### config.mk
export PLATFORM = sky130hd
export DESIGN_NAME = mem_bridge_flat
export DESIGN_NICKNAME = d
export VERILOG_FILES = /design/src/rtl/mem_bridge_pkg.sv /design/src/rtl/mem_bridge_if.sv /design/src/rtl/mem_bridge_wbuf_fifo.sv /design/src/rtl/mem_bridge.sv /design/src/flat_wrapper.sv
export SDC_FILE = /design/constraint.sdc
export NUM_CORES = 1
export LEC_CHECK = 0
export CELL_PAD_IN_SITES_DETAIL_PLACEMENT = 1
export CELL_PAD_IN_SITES_GLOBAL_PLACEMENT = 1
export CORE_ASPECT_RATIO = 1.2
export CORE_UTILIZATION = 42
export CTS_CLUSTER_DIAMETER = 120
export DETAILED_ROUTE_END_ITERATION = 10
export HOLD_SLACK_MARGIN = 0.05
export PLACE_DENSITY_LB_ADDON = 0.1
export SLEW_MARGIN = 10
export SYNTH_ARGS = -nofsm -noshare
export SYNTH_HDL_FRONTEND = slang
export SYNTH_SLANG_ARGS = --single-unit
### constraint.sdc
create_clock -name clk -period 3.6 [get_ports clk]
set_input_delay 0.72 -clock clk [delete_from_list [all_inputs] [get_ports clk]]
set_output_delay 0.72 -clock clk [all_outputs]
set_load 0.02 [all_outputs]
### src/rtl/mem_bridge_pkg.sv
// mem_bridge_pkg: shared types and constants for the memory bridge.
//   state_e   - bridge FSM states
//   wentry_t  - posted-write buffer entry {addr, data}
//   MAX_WAIT  - largest wait-state count the 3-bit strobe counter can hold
//   wait_load - counter preload for a given wait-state setting
package mem_bridge_pkg;

  typedef enum logic [1:0] {
    IDLE,
    WR_ACC,
    RD_ACC,
    RESP
  } state_e;

  typedef struct packed {
    logic [31:0] addr;
    logic [31:0] data;
  } wentry_t;

  localparam int unsigned MAX_WAIT = 7;

  // Out-of-range settings saturate at MAX_WAIT.
  function automatic logic [2:0] wait_load(input int unsigned ws);
    if (ws > MAX_WAIT) return 3'(MAX_WAIT);
    return 3'(ws);
  endfunction

endpackage

### src/rtl/mem_bridge_if.sv
// mem_bridge_if: core-side request/response and Memoria-side bus signals.
//   slave  - the bridge view (takes core requests, drives memory strobes)
//   master - the environment view (core drives requests, memory returns data)
interface mem_bridge_if;

  logic        cpu_req;
  logic        cpu_we;
  logic [31:0] cpu_addr;
  logic [31:0] cpu_wdata;
  logic        cpu_ready;
  logic        cpu_rvalid;
  logic [31:0] cpu_rdata;
  logic        wbuf_full;
  logic [31:0] mem_dir;
  logic [31:0] mem_dato;
  logic        mem_rd;
  logic        mem_wd;
  logic [31:0] mem_output;

  modport slave (
    input  cpu_req, cpu_we, cpu_addr, cpu_wdata, mem_output,
    output cpu_ready, cpu_rvalid, cpu_rdata, wbuf_full,
           mem_dir, mem_dato, mem_rd, mem_wd
  );

  modport master (
    output cpu_req, cpu_we, cpu_addr, cpu_wdata, mem_output,
    input  cpu_ready, cpu_rvalid, cpu_rdata, wbuf_full,
           mem_dir, mem_dato, mem_rd, mem_wd
  );

endinterface

### src/rtl/mem_bridge_wbuf_fifo.sv
// wbuf_fifo: synchronous FIFO holding posted writes.
//   clk, reset - clock, asynchronous active-high reset (empties the FIFO)
//   push, din  - enqueue din; ignored while full
//   pop        - dequeue head; ignored while empty
//   head       - oldest entry
//   full       - registered, DEPTH entries held
//   empty      - no entries held
module wbuf_fifo
  import mem_bridge_pkg::*;
#(
  parameter int unsigned DEPTH = 4
) (
  input  logic    clk,
  input  logic    reset,
  input  logic    push,
  input  logic    pop,
  input  wentry_t din,
  output wentry_t head,
  output logic    full,
  output logic    empty
);

  localparam int unsigned AW = $clog2(DEPTH);
  localparam logic [AW:0] DEPTH_C = (AW + 1)'(DEPTH);

  wentry_t         store [DEPTH];
  logic [AW-1:0]   wr_ptr;
  logic [AW-1:0]   rd_ptr;
  logic [AW:0]     count;
  logic [AW:0]     count_next;
  logic            do_push;
  logic            do_pop;

  // full is the registered flag, so a pop in the same cycle cannot free a
  // slot for a push that arrives while the buffer is full.
  assign do_push = push && !full;
  assign do_pop  = pop && !empty;
  assign empty   = (count == '0);
  assign head    = store[rd_ptr];

  always_comb begin
    count_next = count;
    case ({do_push, do_pop})
      2'b10:   count_next = count + (AW + 1)'(1);
      2'b01:   count_next = count - (AW + 1)'(1);
      default: count_next = count;
    endcase
  end

  always_ff @(posedge clk) begin
    if (do_push) store[wr_ptr] <= din;
  end

  always_ff @(posedge clk or posedge reset) begin
    if (reset) begin
      wr_ptr <= '0;
      rd_ptr <= '0;
      count  <= '0;
      full   <= 1'b0;
    end else begin
      if (do_push) wr_ptr <= wr_ptr + AW'(1);
      if (do_pop)  rd_ptr <= rd_ptr + AW'(1);
      count <= count_next;
      full  <= (count_next == DEPTH_C);
    end
  end

endmodule

### src/rtl/mem_bridge.sv
// mem_bridge: core-to-Memoria access controller.
//   clk, reset - clock, asynchronous active-high reset
//   bus        - mem_bridge_if.slave:
//     cpu_req/cpu_we/cpu_addr/cpu_wdata in, cpu_ready (combinational) out,
//     cpu_rvalid/cpu_rdata load response, wbuf_full write-buffer status,
//     mem_dir/mem_dato/mem_rd/mem_wd memory strobes, mem_output read data.
// Stores are posted into wbuf_fifo and drained one per IDLE visit; loads are
// only accepted once the buffer is empty, so they always see the newest data.
module mem_bridge
  import mem_bridge_pkg::*;
#(
  parameter int unsigned WAIT_STATES = 1,
  parameter int unsigned WBUF_DEPTH  = 4
) (
  input  logic         clk,
  input  logic         reset,
  mem_bridge_if.slave  bus
);

  localparam logic [2:0] WAIT_LOAD = wait_load(WAIT_STATES);

  state_e      state;
  logic [2:0]  wait_cnt;
  logic        rd_q;
  logic        wd_q;
  logic        rvalid_q;
  logic [31:0] dir_q;
  logic [31:0] dato_q;
  logic [31:0] rdata_q;

  logic        ready;
  logic        push;
  logic        pop;
  logic        ld_accept;
  logic        fifo_full;
  logic        fifo_empty;
  wentry_t     push_entry;
  wentry_t     head;

  // A load leaves IDLE on its own accepting edge, so "no load outstanding"
  // is covered by requiring IDLE.
  always_comb begin
    ready = 1'b0;
    if (bus.cpu_we) ready = !fifo_full;
    else            ready = fifo_empty && (state == IDLE);
  end

  assign push      = bus.cpu_req && bus.cpu_we && ready;
  assign ld_accept = bus.cpu_req && !bus.cpu_we && ready;
  assign pop       = (state == WR_ACC) && (wait_cnt == 3'd0);

  assign push_entry.addr = bus.cpu_addr;
  assign push_entry.data = bus.cpu_wdata;

  wbuf_fifo #(
    .DEPTH (WBUF_DEPTH)
  ) u_wbuf (
    .clk   (clk),
    .reset (reset),
    .push  (push),
    .pop   (pop),
    .din   (push_entry),
    .head  (head),
    .full  (fifo_full),
    .empty (fifo_empty)
  );

  // Strobes and bus values are registered on the edge that enters an access,
  // so a load accepted in cycle 0 has mem_rd high from cycle 1.
  always_ff @(posedge clk or posedge reset) begin
    if (reset) begin
      state    <= IDLE;
      wait_cnt <= '0;
      rd_q     <= 1'b0;
      wd_q     <= 1'b0;
      rvalid_q <= 1'b0;
      dir_q    <= '0;
      dato_q   <= '0;
      rdata_q  <= '0;
    end else begin
      case (state)
        IDLE: begin
          if (!fifo_empty) begin
            state    <= WR_ACC;
            wd_q     <= 1'b1;
            dir_q    <= head.addr;
            dato_q   <= head.data;
            wait_cnt <= WAIT_LOAD;
          end else if (ld_accept) begin
            state    <= RD_ACC;
            rd_q     <= 1'b1;
            dir_q    <= bus.cpu_addr;
            wait_cnt <= WAIT_LOAD;
          end
        end
        WR_ACC: begin
          if (wait_cnt == 3'd0) begin
            wd_q  <= 1'b0;
            state <= IDLE;
          end else begin
            wait_cnt <= wait_cnt - 3'd1;
          end
        end
        RD_ACC: begin
          if (wait_cnt == 3'd0) begin
            rd_q     <= 1'b0;
            rdata_q  <= bus.mem_output;
            rvalid_q <= 1'b1;
            state    <= RESP;
          end else begin
            wait_cnt <= wait_cnt - 3'd1;
          end
        end
        RESP: begin
          rvalid_q <= 1'b0;
          state    <= IDLE;
        end
        default: state <= IDLE;
      endcase
    end
  end

  assign bus.cpu_ready  = ready;
  assign bus.cpu_rvalid = rvalid_q;
  assign bus.cpu_rdata  = rdata_q;
  assign bus.wbuf_full  = fifo_full;
  assign bus.mem_dir    = dir_q;
  assign bus.mem_dato   = dato_q;
  assign bus.mem_rd     = rd_q;
  assign bus.mem_wd     = wd_q;

endmodule
### src/flat_wrapper.sv
// flat-port wrapper written by rule: the top's interface ports become plain ports
module mem_bridge_flat import mem_bridge_pkg::*;
#(
  parameter int unsigned WAIT_STATES = 1,
  parameter int unsigned WBUF_DEPTH  = 4
)
  (clk, reset, bus_cpu_req, bus_cpu_we, bus_cpu_addr, bus_cpu_wdata, bus_mem_output, bus_cpu_ready, bus_cpu_rvalid, bus_cpu_rdata, bus_wbuf_full, bus_mem_dir, bus_mem_dato, bus_mem_rd, bus_mem_wd);
  mem_bridge_if bus_i ();
  input  logic clk;
  input  logic reset;
  input wire logic [$bits(bus_i.cpu_req)-1:0] bus_cpu_req;
  input wire logic [$bits(bus_i.cpu_we)-1:0] bus_cpu_we;
  input wire logic [$bits(bus_i.cpu_addr)-1:0] bus_cpu_addr;
  input wire logic [$bits(bus_i.cpu_wdata)-1:0] bus_cpu_wdata;
  input wire logic [$bits(bus_i.mem_output)-1:0] bus_mem_output;
  output wire logic [$bits(bus_i.cpu_ready)-1:0] bus_cpu_ready;
  output wire logic [$bits(bus_i.cpu_rvalid)-1:0] bus_cpu_rvalid;
  output wire logic [$bits(bus_i.cpu_rdata)-1:0] bus_cpu_rdata;
  output wire logic [$bits(bus_i.wbuf_full)-1:0] bus_wbuf_full;
  output wire logic [$bits(bus_i.mem_dir)-1:0] bus_mem_dir;
  output wire logic [$bits(bus_i.mem_dato)-1:0] bus_mem_dato;
  output wire logic [$bits(bus_i.mem_rd)-1:0] bus_mem_rd;
  output wire logic [$bits(bus_i.mem_wd)-1:0] bus_mem_wd;
  assign bus_i.cpu_req = bus_cpu_req;
  assign bus_i.cpu_we = bus_cpu_we;
  assign bus_i.cpu_addr = bus_cpu_addr;
  assign bus_i.cpu_wdata = bus_cpu_wdata;
  assign bus_i.mem_output = bus_mem_output;
  assign bus_cpu_ready = bus_i.cpu_ready;
  assign bus_cpu_rvalid = bus_i.cpu_rvalid;
  assign bus_cpu_rdata = bus_i.cpu_rdata;
  assign bus_wbuf_full = bus_i.wbuf_full;
  assign bus_mem_dir = bus_i.mem_dir;
  assign bus_mem_dato = bus_i.mem_dato;
  assign bus_mem_rd = bus_i.mem_rd;
  assign bus_mem_wd = bus_i.mem_wd;
  mem_bridge #(.WAIT_STATES(WAIT_STATES), .WBUF_DEPTH(WBUF_DEPTH)) u_core (.clk(clk), .reset(reset), .bus(bus_i));
endmodule
* After elaboration in Yosys (flattened, before gate mapping)
Memories as Yosys holds them, arrays and structs flattened.
Cells that the tools add are included.
** Word-level totals
- Register bits after elaboration :: 112
- RAM bits :: 256
- Output and inout port bits :: 101
- Logic and storage cells :: 83
- Memories :: 1
** Memory list
- u_core.u_wbuf.store :: depth 4, width 64, read ports 1, clocked after Yosys merged registers in 0, wr ports 1, line mem_bridge_wbuf_fifo.sv:26 : wentry_t store [DEPTH];
** Operators by class
- $add $sub $neg :: 5
- Equal/unequal tests :: 14
- Multiplexer cells :: 23
- Bitwise gates (word level) :: 1
- Reductions and logical operators :: 27
** Operator list (count)
- 32-bit two-way mux :: 2
- 3-bit case mux with 2 select lines :: 2
- 3-bit two-way mux :: 3
- 3-bit AND reduction :: 3
- 1-bit logical AND :: 8
- 1-bit two-way mux :: 8
- 2-bit two-way mux :: 4
- 2-bit by 1-bit inequality test with 1-bit output (second input constant) :: 4
- 2-bit case mux with 4 select lines :: 1
- 2-bit AND reduction :: 4
- 2-bit nonzero test :: 4
- 2-bit == test (second input constant) :: 3
- 3-bit zero test :: 2
- 2-bit inequality test (second input constant) :: 3
- 1-bit case mux with 2 select lines :: 3
- 3-bit by 1-bit subtractor with 3-bit output (second input constant) :: 2
- 2-bit by 1-bit adder with 2-bit output (second input constant) :: 2
- 2-bit by 1-bit == test with 1-bit output (second input constant) :: 2
- 4-bit AND reduction :: 1
- 3-bit by 1-bit adder with 3-bit output (second input constant) :: 1
- 3-bit == test (second input constant) :: 1
- 1-bit zero test :: 3
- 3-bit by 2-bit inequality test with 1-bit output (second input constant) :: 1
- 2-bit zero test :: 1
- other kinds (2) :: 2

* Depth between registers and ports, before layout
- Depth in word-level cells :: 8
- Depth in mapped cells :: 10
- Depth with buffers taken out :: 10

* By module
A second synthesis with hierarchy kept.
** Unflattened totals
- Cells, all modules :: 680
- Area, all modules :: 14295.0 um^2
** By module, submodules not included
- wbuf_fifo :: times used 1, cells an instance 376, area each 9680.5 um^2, sequential area each 7887.6 um^2
- mem_bridge :: times used 1, cells an instance 304, area each 4614.4 um^2, sequential area each 2602.5 um^2

* Worst setup path after synthesis
Ideal clock, no wire load.
- Path kind :: input to register
- Start :: input bus_cpu_req
- End :: memory u_core.u_wbuf.store[0][0] in the netlist's numbering, enable pin
- Library setup time :: 0.429 ns
- Arrival time :: 2.588 ns
- Data required time :: 3.171 ns
- Path slack :: 0.584 ns
- Cell stages on the path :: 3
- Path buffers :: 0
- Cells stage by stage :: nand2_1 -> nor2_1 -> and2_1
** Between the ends
- Word-level cells in the longest chain between the ends :: 5
** RTL lines
- start: declaration :: line flat_wrapper.sv:11 : input wire logic [$bits(bus_i.cpu_req)-1:0] bus_cpu_req;
- 1-bit logical AND (2 in a row) :: line mem_bridge.sv:48 : assign push = bus.cpu_req && bus.cpu_we && ready;
- 1-bit logical AND :: line mem_bridge_wbuf_fifo.sv:36 : assign do_push = push && !full;
- 1-bit two-way mux :: line mem_bridge_wbuf_fifo.sv:51 : if (do_push) store[wr_ptr] <= din;
- 1-bit two-way mux (implied by the code) :: line mem_bridge_wbuf_fifo.sv:51
- end: declaration :: line mem_bridge_wbuf_fifo.sv:26
No other way between the ends.

* Worst setup path in the final report
- Start :: register u_core.state[1]
- End :: output bus_cpu_ready
** Between the ends
- Word-level cells in the longest chain between the ends :: 3
** RTL lines
- start: declaration :: line mem_bridge.sv:22 : state_e state;
- start signal: assignment :: line mem_bridge.sv:72 : state <= IDLE;
- start signal: assignment :: line mem_bridge.sv:84 : state <= WR_ACC;
- start signal: assignment :: line mem_bridge.sv:90 : state <= RD_ACC;
- 2-bit zero test :: line mem_bridge.sv:45 : else ready = fifo_empty && (state == IDLE);
- 1-bit logical AND :: line mem_bridge.sv:45
- 1-bit two-way mux :: line mem_bridge.sv:44 : if (bus.cpu_we) ready = !fifo_full;
- end: declaration :: line flat_wrapper.sv:16 : output wire logic [$bits(bus_i.cpu_ready)-1:0] bus_cpu_ready;
No other way between the ends.

==> summary.md <==
| Metric | Value |
|---|---|
| Via density per instance | 5.35 |
| Clock latency reported for the late side of the worst-skew pair | 520 ps |
| Number of endpoints failing setup at the final stage | 0 |
| TritonCTS sink count | 368 |
| Maximum number of pins on one net before global-route repair | 70 |
| Clock transition time at the flip-flop clock pins of the worst setup and hold paths | 60 ps |
| Design Power | 15700 uW |
| DRC viols | 0 |
| Detailed-routing iteration count for the pre-antenna-repair pass | 4 |
| Static Leak | 0.00647 uW |
| Share of synthesized area occupied by flip-flops and latches | 0.729 |
| Combined area of all synthesized cells | 14400 um2 |
| Worst-case vdd ir drop | 0.412 mV |
| Power Density | 857 nW/um2 |
| Post-CTS resize count | 0 |
| Transition time of the tightest slew-check pin | 1060 ps |
| Critical path data required time | 2880 ps |
| Num ports | 201 |
| Wire length per cell after detailed routing | 22.3 um |
| Post-detailed-placement half-perimeter wirelength | 19700 um |
| Fin crit share | 0.800 |
| Footprint of the multi-input gates | 3550 um2 |
| RD Place Congestion | 0.679 |
| Largest area contributor in the netlist | edfxtp_1 |
| Number of placement rows | 73 |
| Class of the most critical setup path | flop to primary output |
| Syn nets | 903 |
| Dominant cells by area after synthesis | edfxtp_1 (53%), dfrtp_1 (19%), mux4_2 (10%), mux2_2 (5.2%), o2111ai_1 (1.9%) |
| Final sum of negative setup slack | 0 ps |
| Flip-flop and latch count after synthesis | 368 |
| Maximum clock insertion buffer count | 3 |
| Synthesized area per cell | 18.2 um2 |
| Yosys top cell area share | 0.534 |
| Critical Path Sink Type | primary output |
| CTS H-tree lvls | 2 |
| Worst clock skew | 12.6 ps |
| Pins Over Slew Limit | 0 |
| Achievable clock frequency | 0.347 GHz |
| Via count of the first global-routing pass | 8622 |
| Largest fanout on the critical path | 4 |
| Final wirelength | 33000 um |
| Iteration-0 DRC count of the detailed router | 399 |
| Total overflow reported by the global router | 0 |
| Dominant cell by count in the synthesized netlist | edfxtp_1 |
| Count of hold buffers inserted by post-cts repair | 0 |
| Hold Crit Class | primary input to asynchronous set/reset pin |
| Async S/R FF share, synth | 0.304 |
| FF/Latch Area | 10500 um2 |
| Count of filler cells inserted in the layout | 3132 |
| Input/output buffers | 200 |
| Post-route insts no fill | 1481 |
| Die area | 35000 um2 |
| Number of buffers created by CTS | 39 |
| Initial standard-cell utilization of the core | 0.431 |
| Total of warnings raised by yosys | 0 |
| Number of setup buffers added after CTS | 0 |
| Number of antenna violations at the first check in global routing | 0 |
| Synthesized netlist cell count | 790 |
| Final hold violation count | 0 |
| Core area | 33400 um2 |
| Maxcap violations | 0 |
| Clock root buffer | clkbuf_16 |
| Vias | 7930 |
| Ys flop type | edfxtp_1 |
| Floorplan die height | 205 um |
| Die X | 171 um |
| Setup repair after global routing missed its margin | false |
| Headroom to the max-slew limit | 0.290 |
| First-pass GRT wire length | 50900 um |
| Fraction of layout instances using a drive strength above 1 | 0.213 |
| Count of antenna diodes in the layout | 0 |
| Kind of start point of the critical path | flop |
| Final min period | 2880 ps |
| Run status | finished clean |
| Number of nets in the layout | 1116 |
| Number of unique standard cell types used by synthesis | 41 |
| Antenna viol nets, final | 0 |
| Count of flip-flops with a built-in enable after synthesis | 256 |
| Utilization after layout | 0.548 |
| Combined global-route utilization of all metal layers | 0.195 |
| TritonCTS clock tree | yes |
| Most used standard cells in the synthesized netlist | edfxtp_1 (256), dfrtp_1 (112), mux2_2 (66) |
| Area Overhead vs Synth | 27.3% |
| Arrival time at the worst endpoint | 2160 ps |
| Placed Cells | 1412 |
==> state kept, by name, indices dropped and copies added, names as in the netlist <==
signal / cells
u_core.bus.cpu_rdata: 32
u_core.bus.cpu_rvalid: 1
u_core.bus.mem_dato: 32
u_core.bus.mem_dir: 32
u_core.bus.mem_rd: 1
u_core.bus.mem_wd: 1
u_core.state: 2
u_core.u_wbuf.count: 3
u_core.u_wbuf.full: 1
u_core.u_wbuf.rd_ptr: 2
u_core.u_wbuf.store: 256
u_core.u_wbuf.wr_ptr: 2
u_core.wait_cnt: 3
==> metal layers <==
metal / vias to the layer above / GRT usage / wire [um] / part of all wire
met4: 0 / 0.0529 / 606 / 0.018
met3: 46 / 0.0332 / 1310 / 0.040
met1: 4200 / 0.255 / 14000 / 0.42
met2: 160 / 0.337 / 17100 / 0.52
li1: 3524 / - / - / -
met5: - / 0 / 0 / 0
==> where the power goes <==
part           internal (uW)  switching (uW)
combinational           2780            2650
clock                   2430            1560
sequential              5510             769
==> stage by stage <==
stage / area [um2] / hold WS [ps] / worst slack [ps]
finish: 18300 / 466 / 720
CTS: 18300 / 452 / 677
detailed placement: 17100 / 493 / 609
global placement: 17100 / 486 / 705
floorplan: 14400 / 489 / 584
global route: 18300 / 458 / 567
==> critical path, cell delays in order, from the launching register on <==
cell and delay [ps]:
dfrtp_1 400, inv_1 130, ha_2 230, nand2_1 110, mux2i_1 150, clkdlybuf4s50_1 620
==> area by class of cell <==
type | count | area share
Sequential cell | 368 | 0.573
Multi-Input combinational cell | 328 | 0.194
Timing Repair Buffer | 220 | 0.124
Clock buffer | 55 | 0.0605
Tap cell | 450 | 0.0307
Inverter | 46 | 0.00962
Clock inverter | 14 | 0.00921
==> placed cells by master, fill, tap and decap left out, types with 3 or more instances in the layout <==
cell type / netlist / final
nand4_1: 33 / 33
nor2b_1: 4 / 3
nand3_1: 32 / 32
a21oi_1: 3 / 3
ha_1: 12 / 11
mux4_2: 64 / 64
mux2_2: 66 / 66
nor2_1: 4 / 4
inv_1: 46 / 45
mux2i_1: 4 / 4
clkbuf_8: 0 / 3
o2111ai_1: 32 / 32
nand2_1: 40 / 40
dfrtp_1: 112 / 110
buf_4: 3 / 11
bufinv_16: 0 / 4
clkinv_1: 0 / 3
clkbuf_16: 0 / 41
edfxtp_1: 256 / 256
buf_12: 0 / 9
clkdlybuf4s50_1: 0 / 200
and2_4: 0 / 4
clkinv_2: 0 / 6
clkbuf_1: 23 / 11
xnor2_1: 3 / 3
==> cells by family (layout without fill, tap and decap cells) <==
family,count (synthesis),after routing,share of synthesized area
fa+ha+maj,13,13,0.0118
mux,135,135,0.156
flops,368,368,0.729
simple gates,126,126,0.0448
compound gates,49,49,0.0290
xor+xnor,5,5,0.00304
buf+inv,94,335,0.0272
==> worst paths after layout <==
kind | start | slack [ps] | endpoint | cells past startpoint
max in group asynchronous | reset | 2510 | u_core.bus.mem_dir[17]$_DFFE_PP0P_ | 3
min | reset | 470 | u_core.bus.mem_dato[21]$_DFFE_PP0P_ | 2
max reg2reg | u_core.wait_cnt[0]$_DFFE_PP0P_ | 810 | u_core.u_wbuf.full$_DFF_PP0_ | 10
max | u_core.state[1]$_DFFE_PP0P_ | 720 | bus_cpu_ready | 5
min reg2reg | u_core.bus.cpu_rdata[3]$_DFFE_PP0P_ | 500 | u_core.bus.cpu_rdata[3]$_DFFE_PP0P_ | 1
min in group clk | u_core.bus.cpu_rdata[3]$_DFFE_PP0P_ | 500 | u_core.bus.cpu_rdata[3]$_DFFE_PP0P_ | 1
Note: power is estimated with default switching activity, not from simulation.
